[config.mk]
export PLATFORM = sky130hd
export DESIGN_NAME = lcd_result_sequencer
export DESIGN_NICKNAME = d
export VERILOG_FILES = /design/src/rtl/lcd_result_sequencer_pkg.sv /design/src/rtl/bin2bcd_serial.sv /design/src/rtl/lcd_result_sequencer.sv
export SDC_FILE = /design/constraint.sdc
export NUM_CORES = 1
export LEC_CHECK = 0
export BUFFER_PORTS_ARGS = -buffer_cell sky130_fd_sc_hd__buf_2
export CORE_MARGIN = 10
export CORE_UTILIZATION = 50
export CTS_CLUSTER_SIZE = 14
export DETAILED_ROUTE_END_ITERATION = 6
export PLACE_DENSITY = 0.7
export SYNTH_ARGS = -nofsm -noshare
export SYNTH_HDL_FRONTEND = slang
export SYNTH_SLANG_ARGS = --single-unit
export TNS_END_PERCENT = 30
[constraint.sdc]
create_clock -name clk -period 2.1 [get_ports clk]
set_input_delay 0.105 -clock clk [delete_from_list [all_inputs] [get_ports clk]]
set_output_delay 0.105 -clock clk [all_outputs]
set_load 0.05 [all_outputs]
[src/rtl/lcd_result_sequencer_pkg.sv]
// lcd_pkg: shared constants for the LCD result sequencer.
//   - top FSM and per-byte FSM state encodings
//   - HD44780 command bytes and ASCII constants
//   - dd_step(): one double-dabble iteration (add-3 adjust, then shift left)
package lcd_pkg;

    // Top FSM
    localparam logic [2:0] S_PWRUP = 3'd0;
    localparam logic [2:0] S_INIT  = 3'd1;
    localparam logic [2:0] S_IDLE  = 3'd2;
    localparam logic [2:0] S_CONV  = 3'd3;
    localparam logic [2:0] S_WRITE = 3'd4;

    // Per-byte FSM
    localparam logic [1:0] B_SETUP = 2'd0;
    localparam logic [1:0] B_PULSE = 2'd1;
    localparam logic [1:0] B_HOLD  = 2'd2;
    localparam logic [1:0] B_WAIT  = 2'd3;

    localparam logic [7:0] LCD_CMD_FUNCSET = 8'h38;
    localparam logic [7:0] LCD_CMD_DISPON  = 8'h0C;
    localparam logic [7:0] LCD_CMD_CLEAR   = 8'h01;
    localparam logic [7:0] LCD_CMD_ENTRY   = 8'h06;
    localparam logic [7:0] LCD_CMD_HOME_L1 = 8'h80;

    localparam logic [7:0] ASCII_ZERO  = 8'h30;
    localparam logic [7:0] ASCII_MINUS = 8'h2D;
    localparam logic [7:0] ASCII_SPACE = 8'h20;

    // {bcd[11:0], bin[7:0]}: adjust each BCD digit >= 5 by +3, then shift left.
    function automatic logic [19:0] dd_step(input logic [19:0] s);
        logic [19:0] t;
        t = s;
        for (int i = 0; i < 3; i++) begin
            if (t[8+4*i +: 4] >= 4'd5)
                t[8+4*i +: 4] = t[8+4*i +: 4] + 4'd3;
        end
        return {t[18:0], 1'b0};
    endfunction

endpackage

[src/rtl/bin2bcd_serial.sv]
// bin2bcd_serial: serial double-dabble, 8-bit binary -> 3-digit BCD.
//   clk, reset : clock, synchronous active-high reset
//   start      : 1-cycle request; bin is sampled on this edge
//   bin        : value to convert
//   done       : 1-cycle pulse, 8 cycles after start
//   bcd        : {hundreds, tens, units}; stable from done until next start
module bin2bcd_serial
    import lcd_pkg::*;
(
    input  logic        clk,
    input  logic        reset,
    input  logic        start,
    input  logic [7:0]  bin,
    output logic        done,
    output logic [11:0] bcd
);

    logic [19:0] sr;
    logic [2:0]  steps;
    logic        run;

    assign bcd = sr[19:8];

    // The first shift happens on the start edge itself, so eight shifts
    // complete with done visible in the eighth cycle counted from start.
    always_ff @(posedge clk) begin
        if (reset) begin
            sr    <= '0;
            steps <= '0;
            run   <= 1'b0;
            done  <= 1'b0;
        end else begin
            done <= 1'b0;
            if (start) begin
                sr    <= dd_step({12'd0, bin});
                steps <= 3'd7;
                run   <= 1'b1;
            end else if (run) begin
                sr    <= dd_step(sr);
                steps <= steps - 3'd1;
                if (steps == 3'd1) begin
                    run  <= 1'b0;
                    done <= 1'b1;
                end
            end
        end
    end

endmodule

[src/rtl/lcd_result_sequencer.sv]
// lcd_result_sequencer: HD44780 init + timed write of an ALU result as decimal ASCII.
//   clk, reset : clock, synchronous active-high reset
//   alu_result : value to display, captured on an accepted load
//   load       : 1-cycle request, accepted only while busy == 0
//   busy       : init or transaction in progress
//   lcd_data, lcd_rs, lcd_en : LCD bus; lcd_rw/lcd_on/lcd_blon are constants
// Optional feature macro: LCD_SIGNED_EN -- two's complement input, sign char
// written after the home command, one extra CONV cycle for the negate.
module lcd_result_sequencer
    import lcd_pkg::*;
#(
    parameter int PWRUP_WAIT_CYC = 2_000_000,
    parameter int EN_PULSE_CYC   = 12,
    parameter int CMD_WAIT_CYC   = 2_000,
    parameter int CLR_WAIT_CYC   = 82_000
) (
    input  logic       clk,
    input  logic       reset,
    input  logic [7:0] alu_result,
    input  logic       load,
    output logic       busy,
    output logic [7:0] lcd_data,
    output logic       lcd_rs,
    output logic       lcd_rw,
    output logic       lcd_en,
    output logic       lcd_on,
    output logic       lcd_blon
);

    localparam int M1   = (PWRUP_WAIT_CYC > EN_PULSE_CYC) ? PWRUP_WAIT_CYC : EN_PULSE_CYC;
    localparam int M2   = (CMD_WAIT_CYC > CLR_WAIT_CYC) ? CMD_WAIT_CYC : CLR_WAIT_CYC;
    localparam int MAXC = (M1 > M2) ? M1 : M2;
    // Counter holds N-1 for an N-cycle phase, so $clog2(max) bits suffice.
    localparam int CW   = (MAXC > 1) ? $clog2(MAXC) : 1;

    localparam logic [CW-1:0] PWRUP_LD = CW'(PWRUP_WAIT_CYC - 1);
    localparam logic [CW-1:0] PULSE_LD = CW'(EN_PULSE_CYC - 1);
    localparam logic [CW-1:0] CMD_LD   = CW'(CMD_WAIT_CYC - 1);
    localparam logic [CW-1:0] CLR_LD   = CW'(CLR_WAIT_CYC - 1);

    localparam logic [2:0] INIT_LAST = 3'd3;
`ifdef LCD_SIGNED_EN
    localparam logic [2:0] WR_LAST   = 3'd4;
`else
    localparam logic [2:0] WR_LAST   = 3'd3;
`endif

    logic [2:0]    state;
    logic [1:0]    bstate;
    logic [CW-1:0] cnt;
    logic [2:0]    idx;

    logic [2:0]    nidx;
    logic [7:0]    nbyte;
    logic          nrs;
    logic          last_byte;

    logic          bcd_start;
    logic [7:0]    bcd_in;
    logic          bcd_done;
    logic [11:0]   bcd;

    assign lcd_rw   = 1'b0;
    assign lcd_on   = 1'b1;
    assign lcd_blon = 1'b1;

`ifdef LCD_SIGNED_EN
    logic [7:0] value;
    logic       conv_first;
    // First CONV cycle forms the magnitude; 8'h80 maps to 128 unsigned.
    assign bcd_start = (state == S_CONV) && conv_first;
    assign bcd_in    = value[7] ? (~value + 8'd1) : value;
`else
    assign bcd_start = (state == S_IDLE) && load;
    assign bcd_in    = alu_result;
`endif

    bin2bcd_serial u_bcd (
        .clk   (clk),
        .reset (reset),
        .start (bcd_start),
        .bin   (bcd_in),
        .done  (bcd_done),
        .bcd   (bcd)
    );

    // Byte to present at the next SETUP: index restarts at 0 when entering
    // INIT or WRITE from another state, else advances.
    always_comb begin
        nidx  = (state == S_INIT || state == S_WRITE) ? idx + 3'd1 : 3'd0;
        nbyte = LCD_CMD_ENTRY;
        nrs   = 1'b0;
        if (state == S_PWRUP || state == S_INIT) begin
            case (nidx)
                3'd0:    nbyte = LCD_CMD_FUNCSET;
                3'd1:    nbyte = LCD_CMD_DISPON;
                3'd2:    nbyte = LCD_CMD_CLEAR;
                default: nbyte = LCD_CMD_ENTRY;
            endcase
        end else begin
            nrs = (nidx != 3'd0);
            case (nidx)
                3'd0:    nbyte = LCD_CMD_HOME_L1;
`ifdef LCD_SIGNED_EN
                3'd1:    nbyte = value[7] ? ASCII_MINUS : ASCII_SPACE;
                3'd2:    nbyte = ASCII_ZERO + {4'd0, bcd[11:8]};
                3'd3:    nbyte = ASCII_ZERO + {4'd0, bcd[7:4]};
`else
                3'd1:    nbyte = ASCII_ZERO + {4'd0, bcd[11:8]};
                3'd2:    nbyte = ASCII_ZERO + {4'd0, bcd[7:4]};
`endif
                default: nbyte = ASCII_ZERO + {4'd0, bcd[3:0]};
            endcase
        end
        last_byte = (state == S_INIT) ? (idx == INIT_LAST) : (idx == WR_LAST);
    end

    always_ff @(posedge clk) begin
        if (reset) begin
            state    <= S_PWRUP;
            bstate   <= B_SETUP;
            cnt      <= PWRUP_LD;
            idx      <= '0;
            lcd_data <= 8'h00;
            lcd_rs   <= 1'b0;
            lcd_en   <= 1'b0;
            busy     <= 1'b1;
`ifdef LCD_SIGNED_EN
            value      <= '0;
            conv_first <= 1'b0;
`endif
        end else begin
            case (state)
                S_PWRUP: begin
                    if (cnt == '0) begin
                        state    <= S_INIT;
                        bstate   <= B_SETUP;
                        idx      <= nidx;
                        lcd_data <= nbyte;
                        lcd_rs   <= nrs;
                    end else begin
                        cnt <= cnt - 1'b1;
                    end
                end
                S_IDLE: begin
                    if (load) begin
                        busy  <= 1'b1;
                        state <= S_CONV;
`ifdef LCD_SIGNED_EN
                        value      <= alu_result;
                        conv_first <= 1'b1;
`endif
                    end
                end
                S_CONV: begin
`ifdef LCD_SIGNED_EN
                    conv_first <= 1'b0;
`endif
                    if (bcd_done) begin
                        state    <= S_WRITE;
                        bstate   <= B_SETUP;
                        idx      <= nidx;
                        lcd_data <= nbyte;
                        lcd_rs   <= nrs;
                    end
                end
                S_INIT, S_WRITE: begin
                    case (bstate)
                        B_SETUP: begin
                            lcd_en <= 1'b1;
                            bstate <= B_PULSE;
                            cnt    <= PULSE_LD;
                        end
                        B_PULSE: begin
                            if (cnt == '0) begin
                                lcd_en <= 1'b0;
                                bstate <= B_HOLD;
                            end else begin
                                cnt <= cnt - 1'b1;
                            end
                        end
                        B_HOLD: begin
                            bstate <= B_WAIT;
                            cnt    <= (!lcd_rs && lcd_data == LCD_CMD_CLEAR) ? CLR_LD : CMD_LD;
                        end
                        default: begin
                            if (cnt != '0) begin
                                cnt <= cnt - 1'b1;
                            end else if (last_byte) begin
                                state <= S_IDLE;
                                busy  <= 1'b0;
                            end else begin
                                bstate   <= B_SETUP;
                                idx      <= nidx;
                                lcd_data <= nbyte;
                                lcd_rs   <= nrs;
                            end
                        end
                    endcase
                end
                default: state <= S_PWRUP;
            endcase
        end
    end

endmodule

-- Word level (Yosys, flattened, before mapping)
Cells that the tools add are included.
- eq/ne operators: 23
- bitwise operators: 1
- magnitude comparators: 3
- add/sub/neg operators: 9
- reduce and logical (&&, ||, !) cells: 26
- mux-type cells: 60
- operators by type and width (kind ; count):
    21-bit one-hot mux with 3 select lines ; 1
    8-bit two-way mux ; 6
    8-bit one-hot mux with 3 select lines ; 2
    3-bit two-way mux ; 15
    21-bit two-way mux ; 2
    21-bit one-hot mux with 2 select lines ; 1
    6-bit by 4-bit adder with 7-bit output (first input constant) ; 3
    21-bit logical NOT ; 1
    21-bit nonzero test ; 1
    21-bit by 1-bit subtractor with 21-bit output (second input constant) ; 1
    9-bit two-way mux ; 2
    6-bit one-hot mux with 3 select lines ; 1
    6-bit AND reduction ; 3
    17-bit two-way mux ; 1
    1-bit two-way mux ; 15
    5-bit != test (second input constant) ; 3
    3-bit by 2-bit equality test with 1-bit output (second input constant) ; 4
    4-bit by 3-bit greater-or-equal comparator with 1-bit output (second input constant) ; 3
    2-bit != test (second input constant) ; 6
    2-bit one-hot mux with 3 select lines ; 2
    3-bit one-hot mux with 4 select lines ; 1
    2-bit two-way mux ; 5
    3-bit by 1-bit equality test with 1-bit output (second input constant) ; 3
    3-bit one-hot mux with 3 select lines ; 1
    26 further kinds ; 39
- output and inout port bits: 14
- bits in registers: 64
- input port bits: 11
- word-level logic and storage cells: 135

-- Longest topological paths before layout
- word-level depth: 10
- mapped depth: 10

-- Modules after synthesis
A second synthesis with hierarchy kept.
- cell total of the unflattened synthesis: 494
- area total of the unflattened synthesis: 3933.8 um^2
- by module, submodules not included (module ; cells an instance ; instances ; seq. area each (um^2) ; area an instance (um^2)):
    lcd_result_sequencer ; 323 ; 1 ; 760.7 ; 2533.7
    bin2bcd_serial ; 171 ; 1 ; 480.5 ; 1400.1

-- Least setup slack after synthesis
Ideal clock, no wire load.
- path kind: flip-flop to flip-flop
- start point: register cnt[0]
- end point: register lcd_data[7]
- data arrival time: 2.226 ns
- path buffers: 1
- path slack: -0.196 ns
- period minus slack after synthesis: 2.296 ns
- library setup time: 0.070 ns
- stages on the path, launching flop included: 10
- required time: 2.030 ns
- path through: dfxtp_1 > inv_1 > ha_1 > or3b_1 > buf_2 > nor4_4 > nand2_2 > o31a_1 > or3_1 > a21oi_1
- word-level cells in the longest chain between the ends: 3
- ends and longest elaborated chain (element ; line ; text):
    start: declaration ; lcd_result_sequencer.sv:50 ; logic [CW-1:0] cnt;
    start signal: assignment ; lcd_result_sequencer.sv:142 ; cnt <= cnt - 1'b1;
    start signal: assignment ; lcd_result_sequencer.sv:179 ; cnt <= cnt - 1'b1;
    start signal: assignment ; lcd_result_sequencer.sv:184 ; cnt <= (!lcd_rs && lcd_data == LCD_CMD_CLEAR) ? CLR_LD : CMD_LD;
    21-bit logical NOT / 21-bit nonzero test (equally long branches) ; lcd_result_sequencer.sv:135, lcd_result_sequencer.sv:187 ;
    2-bit by 1-bit != test with 1-bit output (no source line) / 2-bit != test (equally long branches) ; n/a ;
    6-bit AND reduction (no source line) (*) ; n/a ;
    end signal: assignment ; lcd_result_sequencer.sv:139 ; lcd_data <= nbyte;
    end signal: assignment ; lcd_result_sequencer.sv:163 ; lcd_data <= nbyte;
    end signal: assignment ; lcd_result_sequencer.sv:195 ; lcd_data <= nbyte;
    end: declaration ; lcd_result_sequencer.sv:22 ; output logic [7:0] lcd_data,
Every way passes the cells marked *; elsewhere a longest branch is shown, timed or not.
A chain may end at the register's enable or synchronous reset.

-- Worst setup path after layout
- start point: register cnt[1]
- end point: register lcd_data[7]
The elaborated chain is that of the path after synthesis.

==> metrics.txt <==
Setup WS post-layout=-0.1368 ns; worst min-delay path class=in -> reg; max-slew violation count=0; Tot GR Track Use=18.57%; status=finished with violations; crit end category=flip-flop; die height=107.0 um; CP max FO=4; Routed WL=10,690 um; Setup Crit Path Kind=reg -> reg; reg2reg end=lcd_data[7]; CTS tree=yes; Comb power frac=3.9%; sw power=0.5873 mW; Worst Hold Endpoint=u_bcd.sr[3]; crit path launch type=flip-flop; Rows=31; final critical-path share of the clock period=106.5%; Root Driver=clkbuf_8; # IOs=25; Initial Util=51.90%; Mapped Cells=490; initial antenna violation count=0; Avg Inst Size Synth=7.724 sq um; Seq pwr share=44.7%; Diodes inserted=0; Unique masters post-synth=62; DRC marker count from the first detailed-route iteration=228; largest net degree at the start of global routing=22; RR Startpoint=cnt[1]; Port Buffers=20; clock power share=51.3%; GPL Wtd Cong=0.9774; hold_ws=0.04384 ns; R2R setup slack=-0.14 ns; Final Critical Period=2.237 ns; clock insertion delay at the later pin of the skew report=0.35 ns; detailed placement HPWL=7685 um; slew margin rel.=59.78%; post-synth top area cell=dfxtp_1; growth of design area from synthesis to finish=28.69%; Seq/Total Area, Yosys=32.79%; Synth Register Bits=62; drt wl/cell=15.97 um; area of the die=11,450 sq um; ratio of cells with drive above 1 in the final layout=27.37%; Worst Tran Pin Value=0.5995 ns; CTS Buf Count=9; failing checks=setup timing; Max Buffers Root-to-Sink=2; share of flip-flops with an asynchronous set or reset=0%; worst hold path depth=3; Ys Warns=0; worst min-delay path startpoint=alu_result[2]; maxcap violations=0; nets=591; antenna viol nets, final=0; Die X=107.0 um; total power=2.657 mW; DRC viols=0; share of the synthesized area in the top cell type=32.79%; synth top area cells=dfxtp_1 (33%), nor2_1 (5.9%), mux2i_1 (5.6%); Post-CTS Hold Fix Bufs=0; CTS sink count=62; Sw Ratio=22.10%; Fin. Hold Viols=0; Power Density=545.6 nW/um^2; Post-synth EDFFs=0; Max VDD drop=0.4675 mV; total gr overflow=0; FMAX=447.1 MHz; drt via density=5.762; mapped cell area=3785 sq um; number of cells on the worst reg-to-reg path=8; Clk pin slew, worst setup/hold paths=0.08 ns; Power Internal=2.070 mW; # setup viols final=29; RSZ-0062 raised after global routing=yes; routed via count=3,855; Req. time, crit path=2.38 ns; ys flop type=dfxtp_1; Clock Skew=0.01163 ns; CORE AREA=7292 sq um; H-tree levels=3; total iterations of the first detailed-routing run=6; Leak=1.867 nW; vias in the first global route=3,726; first-pass GRT wire length=17,480 um; worst endpoint data arrival time=2.52 ns
-- Yosys cell counts, types with 7 or more instances --
cell and number:
ha_1 15, a211oi_1 13, nand3_1 23, nor2_1 59, mux2i_1 21, clkbuf_1 23
a21oi_1 40, nor3_1 14, o211ai_1 8, nand2b_1 7, dfxtp_1 62, o21ai_0 31
nor4_1 9, inv_1 24, nand2_1 36
-- flip-flops by register name (all words and copies together), names as in the netlist --
signal and flops:
u_bcd.sr 19, u_bcd.steps 3, cnt 21, bstate 2, lcd_en 1, u_bcd.done 1, idx 3, state 3
lcd_data 6, u_bcd.run 1, lcd_rs 1, busy 1
-- worst max path at each step --
stage	startpoint	cells after the start	endpoint	slack, ns
after floorplan	cnt[0]	9	lcd_data[7]	-0.04
after global placement	cnt[0]	9	cnt[18]	-0.10
after detailed placement	cnt[0]	9	cnt[18]	-0.17
after CTS	cnt[16]	7	lcd_data[5]	-0.09
after global routing	cnt[1]	8	lcd_data[7]	-0.24
final	cnt[1]	8	lcd_data[7]	-0.14
-- cell families after synthesis --
group | count (synthesis) | synth area share (%)
buffers and inverters | 60 | 6.579
adder cells (fa/ha/maj) | 18 | 5.752
AO/OA/AOI/OAI | 138 | 23.44
multiplexers | 22 | 5.851
other | 2 | 0.1984
AND/OR/NAND/NOR | 177 | 22.84
XOR/XNOR | 11 | 2.545
flip-flops | 62 | 32.79
-- stage by stage --
stage	TNS [ns]	worst slack, ns	util [%]	instance area [sq um]	instances
floorplan	-0.1577	-0.04347	-	3807	492
global placement	-0.4426	-0.1007	60.43	4407	648
detailed placement	-1.782	-0.1709	60.43	4407	648
CTS	-0.8848	-0.09378	65.19	4753	667
global route	-4.870	-0.2409	66.80	4871	669
finish	-1.616	-0.1368	66.80	4871	669
-- final cells by class --
| class | count | area (sq um) |
|---|---|---|
| multi-input combinational | 371 | 2472 |
| fill | 641 | 2421 |
| sequential | 62 | 1246 |
| timing repair buffer | 95 | 674.4 |
| clock buffer | 11 | 151.4 |
| tap | 99 | 123.9 |
| clock inverter | 5 | 105.1 |
| inverter | 26 | 97.59 |
-- power groups by stage --
stage	sequential (mW)	combinational, mW	clock [mW]
final	1.19	0.104	1.36
after global routing	1.19	0.113	1.42
after CTS	1.19	0.0974	1.38
after detailed placement	1.21	0.0959	0
after global placement	1.21	0.0935	0
after floorplan	1.22	0.0597	0
-- per-layer routing --
metal  part of all wire (%)  track usage, %  vias to the layer above
met5                      0               0                        -
met4                    2.8           9.188                        0
met3                    4.2           2.994                       29
met2                     50           32.48                      101
met1                     43           21.47                     1821
li1                       -               -                     1904
-- cell usage in the layout (no fill, tap or decap), drive strengths merged, types with 7 or more instances in the layout --
cell type and n:
dfxtp 62, clkbuf 11, mux2i 21, nand2 37
o21ai 33, a21oi 40, buf 95, nand2b 7
o211ai 8, nor4 10, inv 24, nor3 15
a211oi 13, nor2 59, nand3 23, ha 15
-- critical path, stage by stage (launching register included) --
cell	delay (ns)
dfxtp_2	0.33
inv_2	0.06
ha_4	0.13
or3b_4	0.39
nor4_4	0.30
nand2_2	0.11
o31a_1	0.35
or3_4	0.38
a21oi_2	0.11
-- repair_timing --
action	4_1_cts	5_1_grt
setup buffers	1	2
endpoints found under the setup margin	31	34
pin swaps	5	15
gates resized for setup	23	29
cloned	2	0
No activity file was read; power rests on OpenSTA's default activity.
